==> config.mk <==
export PLATFORM = sky130hd
export DESIGN_NAME = fetch_ctrl_flat
export DESIGN_NICKNAME = d
export VERILOG_FILES = /design/src/rtl/fetch_ctrl_if.sv /design/src/rtl/fetch_ctrl.sv /design/src/flat_wrapper.sv
export SDC_FILE = /design/constraint.sdc
export NUM_CORES = 1
export LEC_CHECK = 0
export BUFFER_PORTS_ARGS = -buffer_cell sky130_fd_sc_hd__buf_2
export CAP_MARGIN = 20
export CORE_MARGIN = 3
export CORE_UTILIZATION = 30
export CTS_CLUSTER_SIZE = 28
export DETAILED_ROUTE_END_ITERATION = 10
export PLACE_DENSITY_LB_ADDON = 0.15
export SLEW_MARGIN = 20
export SYNTH_ARGS = -nofsm -noshare
export SYNTH_HDL_FRONTEND = slang
export SYNTH_SLANG_ARGS = --single-unit
export TNS_END_PERCENT = 1
==> constraint.sdc <==
create_clock -name clk -period 2.7 [get_ports clk]
set_input_delay 0.135 -clock clk [delete_from_list [all_inputs] [get_ports clk]]
set_output_delay 0.135 -clock clk [all_outputs]
set_load 0.01 [all_outputs]
==> src/rtl/fetch_ctrl_if.sv <==
// Instruction bus between the fetch controller and the memory side.
// Latency: wires only, no state.
// Backpressure: the bus stalls a request by holding iresp_addr_ok low.
interface fetch_ctrl_if;
    logic        ireq_valid;
    logic [63:0] ireq_addr;
    logic        iresp_addr_ok;
    logic        iresp_data_ok;
    logic [31:0] iresp_data;

    modport master (
        output ireq_valid,
        output ireq_addr,
        input  iresp_addr_ok,
        input  iresp_data_ok,
        input  iresp_data
    );

    modport slave (
        input  ireq_valid,
        input  ireq_addr,
        output iresp_addr_ok,
        output iresp_data_ok,
        output iresp_data
    );
endinterface

==> src/rtl/fetch_ctrl.sv <==
// Instruction fetch controller: one outstanding bus request, buffers one word, handles redirects.
// Latency: word presented the cycle after the bus returns data (min 1 cycle from request).
// Backpressure: stall holds the buffered word in OUT; no new request is issued until it is taken.
module fetch_ctrl #(
    parameter logic [63:0] RESET_PC = 64'h8000_0000
) (
    input  logic              clk,
    input  logic              reset,
    input  logic              redirect_valid,
    input  logic [63:0]       redirect_pc,
    input  logic              stall,
    fetch_ctrl_if.master      ibus,
    output logic              out_valid,
    output logic [63:0]       out_pc,
    output logic [31:0]       out_instr,
    output logic [31:0]       fetch_cnt
);

    typedef enum logic [1:0] {
        REQ  = 2'd0,
        WAIT = 2'd1,
        OUT  = 2'd2,
        DROP = 2'd3
    } state_t;

    state_t      state;
    state_t      state_nxt;
    logic [63:0] pc;
    logic [63:0] pc_nxt;
    logic        capture;
    logic        deliver;

    // Next-state, next-pc and capture/deliver strobes; redirect always wins.
    always_comb begin
        state_nxt = state;
        pc_nxt    = pc;
        capture   = 1'b0;
        deliver   = 1'b0;
        case (state)
            REQ: begin
                if (redirect_valid) begin
                    pc_nxt = redirect_pc;
                    // Accepted but unanswered request must have its response dropped.
                    if (ibus.iresp_addr_ok && !ibus.iresp_data_ok)
                        state_nxt = DROP;
                    else
                        state_nxt = REQ;
                end else if (ibus.iresp_addr_ok && ibus.iresp_data_ok) begin
                    capture   = 1'b1;
                    pc_nxt    = pc + 64'd4;
                    state_nxt = OUT;
                end else if (ibus.iresp_addr_ok) begin
                    state_nxt = WAIT;
                end
            end
            WAIT: begin
                if (redirect_valid) begin
                    pc_nxt    = redirect_pc;
                    state_nxt = ibus.iresp_data_ok ? REQ : DROP;
                end else if (ibus.iresp_data_ok) begin
                    capture   = 1'b1;
                    pc_nxt    = pc + 64'd4;
                    state_nxt = OUT;
                end
            end
            OUT: begin
                if (redirect_valid) begin
                    pc_nxt    = redirect_pc;
                    state_nxt = REQ;
                end else if (!stall) begin
                    deliver   = 1'b1;
                    state_nxt = REQ;
                end
            end
            DROP: begin
                if (redirect_valid)
                    pc_nxt = redirect_pc;
                if (ibus.iresp_data_ok)
                    state_nxt = REQ;
            end
            default: state_nxt = REQ;
        endcase
    end

    // State, pc, output buffer and delivered counter registers.
    always_ff @(posedge clk or negedge reset) begin
        if (!reset) begin
            state     <= REQ;
            pc        <= RESET_PC;
            out_pc    <= 64'd0;
            out_instr <= 32'd0;
            fetch_cnt <= 32'd0;
        end else begin
            state <= state_nxt;
            pc    <= pc_nxt;
            if (capture) begin
                out_pc    <= pc;
                out_instr <= ibus.iresp_data;
            end
            if (deliver)
                fetch_cnt <= fetch_cnt + 32'd1;
        end
    end

    assign ibus.ireq_valid = (state == REQ);
    assign ibus.ireq_addr  = pc;
    assign out_valid       = (state == OUT);

endmodule

==> src/flat_wrapper.sv <==
// flat-port wrapper written by rule: the top's interface ports become plain ports
module fetch_ctrl_flat 
#(
    parameter logic [63:0] RESET_PC = 64'h8000_0000
)
  (clk, reset, redirect_valid, redirect_pc, stall, out_valid, out_pc, out_instr, fetch_cnt, ibus_ireq_valid, ibus_ireq_addr, ibus_iresp_addr_ok, ibus_iresp_data_ok, ibus_iresp_data);
  fetch_ctrl_if ibus_i ();
  input  logic clk;
  input  logic reset;
  input  logic redirect_valid;
  input  logic [63:0] redirect_pc;
  input  logic stall;
  output logic out_valid;
  output logic [63:0] out_pc;
  output logic [31:0] out_instr;
  output logic [31:0] fetch_cnt;
  output wire logic [$bits(ibus_i.ireq_valid)-1:0] ibus_ireq_valid;
  output wire logic [$bits(ibus_i.ireq_addr)-1:0] ibus_ireq_addr;
  input wire logic [$bits(ibus_i.iresp_addr_ok)-1:0] ibus_iresp_addr_ok;
  input wire logic [$bits(ibus_i.iresp_data_ok)-1:0] ibus_iresp_data_ok;
  input wire logic [$bits(ibus_i.iresp_data)-1:0] ibus_iresp_data;
  assign ibus_ireq_valid = ibus_i.ireq_valid;
  assign ibus_ireq_addr = ibus_i.ireq_addr;
  assign ibus_i.iresp_addr_ok = ibus_iresp_addr_ok;
  assign ibus_i.iresp_data_ok = ibus_iresp_data_ok;
  assign ibus_i.iresp_data = ibus_iresp_data;
  fetch_ctrl #(.RESET_PC(RESET_PC)) u_core (.clk(clk), .reset(reset), .redirect_valid(redirect_valid), .redirect_pc(redirect_pc), .stall(stall), .ibus(ibus_i), .out_valid(out_valid), .out_pc(out_pc), .out_instr(out_instr), .fetch_cnt(fetch_cnt));
endmodule
== After elaboration in Yosys (flattened, before gate mapping) ==
Index checks and enable logic that the tools add are counted.

* Add/sub/neg operators: 2
* Equality and inequality tests: 9
* Muxes and demuxes: 25
* Reductions and logical operators: 7

{| class="wikitable"
|+ Operator list
! operator !! count
|-
| $mux 64 || 5
|-
| $pmux 64 s3 || 1
|-
| $add 64x3->64 const B || 1
|-
| $add 32x1->32 const B || 1
|-
| $mux 2 || 10
|-
| $pmux 2 s4 || 1
|-
| $mux 1 || 7
|-
| $ne 3x3->1 const B || 2
|-
| $eq 2x2->1 const B || 2
|-
| $ne 4x2->1 const B || 1
|-
| $reduce_and 4->1 || 1
|-
| $ne 3x2->1 const B || 1
|-
| $reduce_and 3->1 || 1
|-
| $eq 2x1->1 const B || 1
|-
| $logic_and 1x1->1 || 2
|-
| $logic_not 2->1 || 1
|-
| $ne 2x1->1 const B || 1
|-
| $ne 2x2->1 const B || 1
|-
| $pmux 1 s2 || 1
|-
| $reduce_or 2->1 || 1
|-
| $logic_not 1->1 || 1
|}

* Register bits: 194
* Output and inout bits: 194

== Depth between registers and ports, before layout ==
* Depth in word-level cells: 5
* Gate-level depth with buffers: 8
* Mapped depth without buffers: 6

== Worst setup path after synthesis ==
No wires, ideal clock.

* Path type: register to register
* From: register u_core.pc[31], in the netlist u_core.ibus.ireq_addr[31]
* To: register u_core.pc[43], in the netlist u_core.ibus.ireq_addr[43]
* Setup time: 131 ps
* Arrival: 2,484 ps
* Path slack: 84 ps
* Stages on the path, launching flop included: 8
* Path buffers: 2
* Cell sequence: dfstp_2 -> clkbuf_1 -> nand2_1 -> or4_4 -> or4_1 -> buf_2 -> and3_1 -> or3_1

* Cells in the longest elaborated chain, start to end: 4
* Elaborated cells on any way between the ends: 6
* Classes of those cells: 1 x add/sub; 5 x mux

{| class="wikitable"
|+ RTL lines
! what !! line !! RTL
|-
| start, declared || fetch_ctrl.sv:28 || <nowiki>logic [63:0] pc;</nowiki>
|-
| start signal, assigned || fetch_ctrl.sv:95 || <nowiki>pc <= pc_nxt;</nowiki>
|-
| $add 64x3->64 * || fetch_ctrl.sv:50, fetch_ctrl.sv:62 ||
|-
| $mux 64, on equally long branches || fetch_ctrl.sv:60, fetch_ctrl.sv:48 ||
|-
| $mux 64, on equally long branches || fetch_ctrl.sv:57, fetch_ctrl.sv:41 ||
|-
| $pmux 64 s3 * || fetch_ctrl.sv:39 || <nowiki>case (state)</nowiki>
|}

Mark *: on every way between the ends. The rest lies on a longest branch, timed or not. The select of a mux whose other input is x is not followed.
A chain may end at the register's enable or synchronous reset.

== Final worst setup path ==
* From: register u_core.pc[3], in the netlist u_core.ibus.ireq_addr[3]
* To: register u_core.pc[38], in the netlist u_core.ibus.ireq_addr[38]

The elaborated chain is that of the path after synthesis.

==> impl_metrics.tcl <==
set metrics [dict create \
    status "finished, final reports clean" \
    die_x_microns 183.1 \
    power_density_nw_per_um2 748.9 \
    slew-limit-headroom 0.5554 \
    synth_edf_count 0 \
    routed_wl_mm 34.20 \
    vias 8915 \
    ys_seq_area_frac 0.5164 \
    yosys.area.top_type "dfrtp_1" \
    avgSynthCellArea_sq_um 10.48 \
    p_leak_nw 5.860 \
    layout_commonest_cell "buf_2" \
    io_buffers 295 \
    min_path_type "input pin to register" \
    clkSlewWorstSetupHoldPaths_ns 0.08 \
    core_region_area_sq_um 30750 \
    synthFlopType "dfrtp_1" \
    wl_met1_mm 15.25 \
    crit_path_max_fanout 7 \
    clk_latency_ns 0.45 \
    cp-start-kind "register" \
    min_from "redirect_pc[7]" \
    yosys-top-cells-area "dfrtp_1, mux2_2, nand2_1, nand3_1, a21oi_1" \
    antenna_found_initial 0 \
    rows 64 \
    finalMaxSlewViolations 0 \
    crit_path_end_kind "register" \
    synthCells 897 \
    setup_tns_ns 0 \
    worstPathRequired_ns 3.08 \
    cts_buffers 17 \
    diodes 0 \
    gr-total-overflow 0 \
    clockBufferDepth 2 \
    final_util 0.4256 \
    worstPathArrival_ns 2.90 \
    finalCritPeriodShare 0.9326 \
    async_reset_ff_frac 1.000 \
    dieArea_sq_um 33510 \
    initial_core_util 0.3058 \
    h-tree-depth 4 \
    synth_seq_cells 194 \
    top_layer_used "met4" \
    synth_nets 1001 \
    cts_root_buf "clkbuf_16" \
    gp_congestion 0.8749 \
    ioPinCount 296 \
    via_per_inst 5.232 \
    fp.dieH_microns 183.1 \
    dp_hpwl_mm 24.92 \
    finalHoldViolCount 0 \
    final_cell_mix "buf_2, dfrtp_1, mux2_2" \
    layout-drive-gt1-share 0.3884 \
    met3WireLength_mm 2.337 \
    fin_crit_ns 2.518 \
    netlist_area_sq_um 9404 \
    wl_per_cell_microns 20.07 \
    drc 0 \
    area_growth_pct 39.17 \
    cts_tree "built" \
    yosys_warnings 0 \
    fin_nets 1399 \
    grt_first_pass_wirelength_mm 52.87 \
    fill_cells 3072 \
    grt_max_degree 68 \
    wl_met2_mm 15.96 \
    rsz0062_at_grt "false" \
    synth_top_area_share 0.5136 \
    skew_ns 0.01827 \
    critPathKind "register to register" \
    startpoint "u_core.ibus.ireq_addr[3]$_DFFE_PN0P_" \
    dr.pass1.iters 7 \
    synth_cell_type_count 63 \
    r2r-start "u_core.ibus.ireq_addr[3]$_DFFE_PN0P_" \
    setup_viol 0 \
    ant_nets 0 \
    cts.sinks 194 \
    peakVddDrop_uv 611.9 \
    grt_pass1_vias 8832 \
    timing.fmax_mhz 397.1 \
    gr-usage-all-layers 0.2026 \
    maxCapViolCount 0 \
    tightestPinTransition_ns 0.6608 \
    drtIter0Drc 721 \
]
[sequential cells by signal, indices dropped and copies added, names as in the netlist]
name and flops:
u_core.ibus.ireq_addr 64, u_core.out_pc 64, u_core.state 2, u_core.fetch_cnt 32, u_core.out_instr 32
[cells by family (layout without fill, tap and decap cells)]
| family | Yosys count | in the layout | share of synthesized area |
|---|---|---|---|
| AO/OA/AOI/OAI | 160 | 160 | 0.1100 |
| AND/OR/NAND/NOR | 339 | 339 | 0.1913 |
| adder cells (fa/ha/maj) | 2 | 2 | 0.002661 |
| buffers and inverters | 67 | 478 | 0.02741 |
| flip-flops | 194 | 194 | 0.5164 |
| multiplexers | 103 | 103 | 0.1224 |
| XOR/XNOR | 32 | 32 | 0.02980 |
[cell usage after synthesis (2+ instances only)]
cell       instances
a22oi_1            7
nand2_1           72
clkbuf_1          46
nor2b_1            4
a21oi_1           42
o31ai_1            4
a2bb2oi_1          7
nand4_1           32
nor2_1            56
or3_1              9
o31a_1             6
o22ai_1           17
xnor2_1           19
xor2_1            13
o311ai_0           5
a211oi_1           5
ha_1               2
and3_1            15
a32oi_1            4
or2_2              4
nand4b_1           2
or4_1             12
nor4_1            28
mux2i_1            7
dfrtp_1          193
mux2_2            96
and4_1             9
a21o_1             4
a31oi_1            8
and2_1             3
o21ai_0           34
a221o_1            2
a22o_1             2
inv_1             15
buf_2              2
nand3_1           53
buf_1              3
o211ai_1           3
nor4b_1            2
nor3_1            26
a222oi_1           2
[worst max-delay path, cell delays in order (launching register included)]
cell     delay [ns]
dfrtp_1        0.45
ha_1           0.25
nand3_1        0.14
buf_4          0.19
nor4_1         0.48
nand3_2        0.32
or4_1          0.55
nand3_1        0.08
[cell type report]
class,instances,area [sq um],share of cell area
inverter,15,56.30,0.004302
multi-input combinational,636,4334,0.3312
timing repair buffer,431,2734,0.2089
clock buffer,17,425.4,0.03250
sequential,194,4856,0.3710
clock inverter,15,186.4,0.01424
tap,396,495.5,0.03786
[final timing paths]
check | end | slack [ns] | cells after the start
worst min register to register | u_core.out_pc[41]$_DFFE_PN0P_ | 0.48 | 2
worst max-delay path | u_core.ibus.ireq_addr[38]$_DFFE_PN0P_ | 0.18 | 7
max in group asynchronous | u_core.ibus.ireq_addr[31]$_DFFE_PN1P_ | 1.65 | 3
min in group asynchronous | u_core.fetch_cnt[29]$_DFFE_PN0P_ | 0.23 | 2
worst max register to register | u_core.ibus.ireq_addr[38]$_DFFE_PN0P_ | 0.18 | 7
worst min-delay path | u_core.ibus.ireq_addr[7]$_DFFE_PN0P_ | 0.02 | 3
[stage by stage]
stage | hold slack [ns] | cell area, sq um | worst slack, ns | power [mW] | std cells
floorplan | -0.1606 | 9404 | 0.08441 | 5.582 | 897
global placement | 0.1692 | 11750 | 0.1690 | 7.042 | 1601
detailed placement | 0.1655 | 11750 | 0.1563 | 7.083 | 1601
CTS | 0.004445 | 13070 | 0.1314 | 9.934 | 1704
global route | 0.01927 | 13090 | 0.05371 | 10.39 | 1704
finish | 0.02010 | 13090 | 0.1819 | 9.801 | 1704
[what timing repair did]
| item | 4_1_cts | 5_1_grt |
|---|---|---|
| endpoints found under the hold margin | 132 | 0 |
| hold buffers | 71 | 0 |
| endpoints found under the setup margin | 0 | 4 |
| buffers inserted | 0 | 0 |
| resized for setup | 0 | 3 |
[routing by layer]
layer | global-route usage | vias to the layer above
met2 | 0.3238 | 343
met3 | 0.04522 | 35
met1 | 0.2782 | 4394
met4 | 0.05759 | 0
met5 | 0 | -
li1 | - | 4143
[power breakdown]
group	leakage (nW)	total (mW)	internal, mW	switching [mW]
combinational	3.26	2.96	1.39	1.57
sequential	2.29	4.12	3.61	0.509
clock	0.303	2.73	1.42	1.31
total	5.86	9.80	6.41	3.39
No activity file was read; power rests on OpenSTA's default activity.
